## config.mk

```make
export PLATFORM = sky130hd
export DESIGN_NAME = mp_completion_arbiter
export DESIGN_NICKNAME = d
export VERILOG_FILES = /design/src/rtl/mp_cmpl_pkg.sv /design/src/rtl/mp_rr_arbiter.sv /design/src/rtl/mp_completion_arbiter.sv
export SDC_FILE = /design/constraint.sdc
export NUM_CORES = 1
export LEC_CHECK = 0
export ABC_AREA = 1
export CELL_PAD_IN_SITES_DETAIL_PLACEMENT = 1
export CELL_PAD_IN_SITES_GLOBAL_PLACEMENT = 1
export CORE_MARGIN = 2
export CORE_UTILIZATION = 38
export CTS_BUF_LIST = sky130_fd_sc_hd__clkbuf_4 sky130_fd_sc_hd__clkbuf_8
export DETAILED_ROUTE_END_ITERATION = 10
export GPL_TIMING_DRIVEN = 0
export HOLD_SLACK_MARGIN = 0.05
export PLACE_DENSITY = 0.8
export RECOVER_POWER = 25
export SYNTH_ARGS = -nofsm -noshare
export SYNTH_HDL_FRONTEND = slang
export SYNTH_SLANG_ARGS = --single-unit
```

## constraint.sdc

```tcl
create_clock -name clk -period 4.5 [get_ports clk]
set_clock_uncertainty 0.05 [all_clocks]
set_input_delay 1.35 -clock clk [delete_from_list [all_inputs] [get_ports clk]]
set_output_delay 1.35 -clock clk [all_outputs]
set_load 0.02 [all_outputs]
```

## src/rtl/mp_cmpl_pkg.sv

```systemverilog
// Shared widths and return-word field positions for the completion path.
package mp_cmpl_pkg;

  localparam int PID_WIDTH    = 9;
  localparam int CODE_WIDTH   = 32;
  localparam int RETURN_WIDTH = PID_WIDTH + CODE_WIDTH;

  localparam int RET_PID_MSB  = 40;
  localparam int RET_PID_LSB  = 32;
  localparam int RET_CODE_MSB = 31;

  // Builds the completion-writer word: PID in the upper bits, code below.
  function automatic logic [RETURN_WIDTH-1:0] pack_return(
    input logic [PID_WIDTH-1:0]  pid,
    input logic [CODE_WIDTH-1:0] code
  );
    return {pid, code};
  endfunction

endpackage

```

## src/rtl/mp_rr_arbiter.sv

```systemverilog
// Combinational round-robin find-first: the request vector is doubled and the
// lanes below rr_ptr are masked, so the first set bit is the wrapped winner.
module mp_rr_arbiter #(
  parameter int NUM_REQ = 8,
  parameter int IDX_W   = (NUM_REQ > 1) ? $clog2(NUM_REQ) : 1
) (
  input  logic [NUM_REQ-1:0] req,
  input  logic [IDX_W-1:0]   rr_ptr,
  input  logic               en,
  output logic [NUM_REQ-1:0] grant,
  output logic [IDX_W-1:0]   grant_idx
);

  logic [2*NUM_REQ-1:0] dbl_req;
  logic [2*NUM_REQ-1:0] masked_req;
  logic                 found;

  assign dbl_req = {req, req};

  always_comb begin
    masked_req = '0;
    for (int p = 0; p < 2*NUM_REQ; p++) begin
      masked_req[p] = dbl_req[p] && (p >= int'(rr_ptr));
    end
  end

  // Any requester is present somewhere in [rr_ptr, rr_ptr+NUM_REQ-1] of the doubled vector.
  always_comb begin
    grant     = '0;
    grant_idx = '0;
    found     = 1'b0;
    for (int p = 0; p < 2*NUM_REQ; p++) begin
      if (en && !found && masked_req[p]) begin
        found            = 1'b1;
        grant[p % NUM_REQ] = 1'b1;
        grant_idx        = IDX_W'(p % NUM_REQ);
      end
    end
  end

endmodule

```

## src/rtl/mp_completion_arbiter.sv

```systemverilog
// Holds one pending completion per engine and round-robin pushes them into
// the completion writer, one {pid, code} word per cycle at most.
module mp_completion_arbiter
  import mp_cmpl_pkg::*;
#(
  parameter int NUM_REQ    = 8,
  parameter int PID_WIDTH  = mp_cmpl_pkg::PID_WIDTH,
  parameter int CODE_WIDTH = mp_cmpl_pkg::CODE_WIDTH
) (
  input  logic                            clk,
  input  logic                            rst_n,
  input  logic [NUM_REQ-1:0]              req_valid_i,
  output logic [NUM_REQ-1:0]              req_ready_o,
  input  logic [NUM_REQ*PID_WIDTH-1:0]    req_pid_i,
  input  logic [NUM_REQ*CODE_WIDTH-1:0]   req_code_i,
  input  logic                            arb_en_i,
  input  logic                            complete_ready_i,
  output logic                            complete_push_o,
  output logic [PID_WIDTH+CODE_WIDTH-1:0] return_data_o,
  output logic [NUM_REQ-1:0]              pending_o,
  output logic [31:0]                     cmpl_count_o
);

  localparam int IDX_W = (NUM_REQ > 1) ? $clog2(NUM_REQ) : 1;

  logic [NUM_REQ-1:0]    hold_valid;
  logic [PID_WIDTH-1:0]  hold_pid  [NUM_REQ];
  logic [CODE_WIDTH-1:0] hold_code [NUM_REQ];
  logic [IDX_W-1:0]      rr_ptr;
  logic [31:0]           cmpl_cnt;

  logic [NUM_REQ-1:0]    grant;
  logic [IDX_W-1:0]      grant_idx;
  logic [NUM_REQ-1:0]    accept;
  logic                  grant_en;

  // Handshake: an engine transfers on a cycle where req_valid_i[i] & req_ready_o[i];
  // valid must not depend on ready. The writer side has no valid/ready pair of its
  // own: complete_push_o is only ever raised while complete_ready_i is high.
  assign grant_en    = arb_en_i & complete_ready_i;
  assign req_ready_o = ~hold_valid | grant;
  assign accept      = req_valid_i & req_ready_o;

  mp_rr_arbiter #(
    .NUM_REQ (NUM_REQ),
    .IDX_W   (IDX_W)
  ) u_rr_arbiter (
    .req       (hold_valid),
    .rr_ptr    (rr_ptr),
    .en        (grant_en),
    .grant     (grant),
    .grant_idx (grant_idx)
  );

  assign complete_push_o = |grant;
  assign pending_o       = hold_valid;
  assign cmpl_count_o    = cmpl_cnt;

  // One-hot AND-OR mux, so the output is all zeros whenever nothing is granted.
  always_comb begin
    return_data_o = '0;
    for (int i = 0; i < NUM_REQ; i++) begin
      if (grant[i]) begin
        return_data_o = return_data_o | {hold_pid[i], hold_code[i]};
      end
    end
  end

  always_ff @(posedge clk or negedge rst_n) begin
    if (!rst_n) begin
      hold_valid <= '0;
    end else begin
      for (int i = 0; i < NUM_REQ; i++) begin
        if (accept[i]) begin
          hold_valid[i] <= 1'b1;
        end else if (grant[i]) begin
          hold_valid[i] <= 1'b0;
        end
      end
    end
  end

  // Payload registers only load on accept; their contents are meaningless while
  // the matching hold_valid bit is clear.
  always_ff @(posedge clk or negedge rst_n) begin
    if (!rst_n) begin
      for (int i = 0; i < NUM_REQ; i++) begin
        hold_pid[i]  <= '0;
        hold_code[i] <= '0;
      end
    end else begin
      for (int i = 0; i < NUM_REQ; i++) begin
        if (accept[i]) begin
          hold_pid[i]  <= req_pid_i[i*PID_WIDTH +: PID_WIDTH];
          hold_code[i] <= req_code_i[i*CODE_WIDTH +: CODE_WIDTH];
        end
      end
    end
  end

  always_ff @(posedge clk or negedge rst_n) begin
    if (!rst_n) begin
      rr_ptr   <= '0;
      cmpl_cnt <= '0;
    end else if (complete_push_o) begin
      rr_ptr   <= (grant_idx == IDX_W'(NUM_REQ-1)) ? '0 : grant_idx + 1'b1;
      cmpl_cnt <= cmpl_cnt + 32'd1;
    end
  end

endmodule

```

==> out/summary.txt <==
Net Switching = 7.36 mW
Final period util = 1.13
Synth top area share = 0.520
die area = 0.0487 mm2
RSZ-0062 raised after global routing = yes
count of cell types in the netlist = 31
Avg Cell Area, Syn = 8.83 um2
# rows = 79
Bufs on Longest Clock Path = 3
status = complete, but fails checks
Starting Density = 0.384
routed vias = 17126
Reg2Reg Setup Slack = 1.05 ns
max_slew headroom = -1.09
initial antenna violation count = 26
number of synthesized flops with an enable pin = 0
CP max FO = 5
Synth top cells by count = 759 x nand2_1, 371 x dfrtp_1, 180 x nand3_1
clock tree sinks = 371
Detailed Place HPWL = 55400 um
worst slew pin tran = 3.13 ns
Seq. cell area = 0.00928 mm2
total power divided by cell area = 680 mW/mm2
prevailing post-synth register cell = dfrtp_1
Internal = 10.3 mW
fin. max-slew vios = 56
Comb power frac = 0.461
maxcap violations = 1
TritonCTS clock tree = done
Cell Area, Synth = 0.0178 mm2
Routability Congestion = 0.902
Pre-antenna DRT Iters = 5
layout cells sized above 1 = 0.245
VDD IR max = 0.000395 V
Seq pwr share = 0.346
Sw Ratio = 0.416
grt total ovfl = 0
remaining antenna violation count after routing = 0
hold_buf cts = 0
final WL = 76300 um
number of remaining DRC errors = 0
area grow syn2layout = 45.9%
DR vias/cell = 5.28
fill count = 5272
Tmin final = 5.08 ns
Met1 Wirelength = 31300 um
Multi-input gate area = 0.00877 mm2
Final Power = 17.7 mW
total global-route track usage = 0.308
Final Worst Setup Slack = -0.581 ns
Nets = 2912
I/O Buffers = 425
CTS buffer count = 69
critical path class = in2out
failing checks = max-capacitance violations, max-slew violations, negative setup slack
first-pass GRT wire length = 111000 um
clk slew on worst S/H paths = 0.05 ns
I/O pins = 430
CORE AREA = 0.0465 mm2
Root Driver = clkbuf_8
Chip Height = 221 um
worst min path class = reg2reg
vias in the first global route = 18291
leak pwr = 12.1 nW
Synth warnings = 0
wire per inst = 23.5 um
area leader, netlist = dfrtp_1
endpoints failing setup = 44
top post-synthesis cells by area = dfrtp_1 52%, nand2_1 16%, mux2_2 10%, nand3_1 5.1%, a21boi_0 3.0%
largest net degree at the start of global routing = 118
top routing layer used = met5
Final Hold Violating Endpoints = 0
crit start category = primary input
Routed met2 length = 36800 um
Async SR Flop Fraction = 1.00
Die Wd = 221 um
power share of the clock group = 0.193
f_max = 197 MHz
Worst-Skew Late Latency = 0.66 ns
Required @ worst endpoint = 3.10 ns
syn_nets = 2364
data arrival time at the worst-slack endpoint = 3.68 ns
Starting DRT DRC Count = 1152
post-synthesis cell count = 2021
top-count cell post-synth = nand2_1
sequential share of the synthesized area = 0.520
register bit total from synthesis = 371
CP Capture Type = output port
final hold slack = 0.414 ns
H-tree depth = 3
DR WL met3 = 4620 um
==> final cells by class <==
class,count,share of cell area
multi-input cells,1476,0.337
diodes,19,0.00183
well taps,607,0.0292
clock inverters,8,0.00212
plain buffers,110,0.0267
flip-flops and latches,371,0.357
clock buffers,111,0.0522
inverters,59,0.00880
repair buffers,482,0.185
==> power groups by stage <==
stage,Sequential (mW),Combinational (mW),Clock (mW)
CTS,6.03,7.77,3.48
finish,6.12,8.14,3.41
floorplan,5.84,4.02,0
detailed placement,6.01,7.16,0
global placement,5.93,6.93,0
global route,6.31,8.77,3.62
==> final timing paths <==
kind	start	end	depth (start not counted)
worst max-delay path	arb_en_i	return_data_o[19]	18
worst max register to register	rr_ptr[2]$_DFFE_PN0P_	hold_code[35]$_DFFE_PN0P_	19
worst min-delay path	hold_code[123]$_DFFE_PN0P_	hold_code[123]$_DFFE_PN0P_	2
worst min register to register	hold_code[123]$_DFFE_PN0P_	hold_code[123]$_DFFE_PN0P_	2
min in group asynchronous	rst_n	cmpl_count_o[12]$_DFFE_PN0P_	1
max in group asynchronous	rst_n	hold_code[50]$_DFFE_PN0P_	3
==> state kept, by name (all words and copies together), names as in the netlist <==
register	flops
hold_pid	72
cmpl_count_o	32
pending_o	8
hold_code	256
rr_ptr	3
==> per-layer routing <==
metal	up-vias	global-route usage
met5	-	0
met2	558	0.510
met3	193	0.0709
li1	7741	-
met4	16	0.140
met1	8618	0.383
==> critical path, stage by stage <==
cell and delay, ns:
buf_8 0.10, nand2_8 0.11, inv_8 0.05, nand3_4 0.10
nand3_4 0.09, nor2_4 0.13, nand4_4 0.10, nor2_4 0.18
nand4_1 0.21, buf_4 0.21, o21ai_4 0.16, buf_6 0.18
clkbuf_16 0.18, nand2_4 0.05, nand2_4 0.10, nor2_4 0.05
nand4_1 0.14, buf_4 0.16
==> cells by family after synthesis <==
family          share of synthesized area
mux                                 0.104
simple gates                        0.272
fa+ha+maj                         0.00210
buf+inv                            0.0416
xor+xnor                           0.0142
compound gates                     0.0460
flops                               0.520
==> metrics by stage <==
step	util	setup WS (ns)	instance area, um2	cells	TNS (ns)
after floorplan	-	-0.000522	17800	2021	-0.000522
after global placement	0.492	-14.56	22900	3053	-5481.90
after detailed placement	0.494	-2.12	23000	3056	-105.83
after CTS	0.548	-0.565	25500	3213	-22.46
after global routing	0.560	-0.737	26000	3237	-94.69
final	0.560	-0.581	26000	3243	-21.69
==> timing repair <==
item,CTS,global route
setup endpoints to repair,50,50
resized for setup,513,142
setup buffers,38,11
gates cloned,4,2
pin swaps,72,43
==> cell usage in the layout (no fill, tap or decap), drive strengths merged <==
master / n
inv: 61
o211ai: 1
o311ai: 1
clkinvlp: 2
nor3b: 1
buf: 163
xor2: 29
nand2: 763
nor3: 22
a21boi: 82
dlygate4sd2: 2
clkbuf: 166
nor2: 123
dfrtp: 371
nor4: 6
nand3: 186
ha: 3
clkinv: 4
mux2: 164
nand4: 58
diode: 19
o21ai: 36
clkdlybuf4s50: 372
a21oi: 1
(Power assumes the default switching activity.)
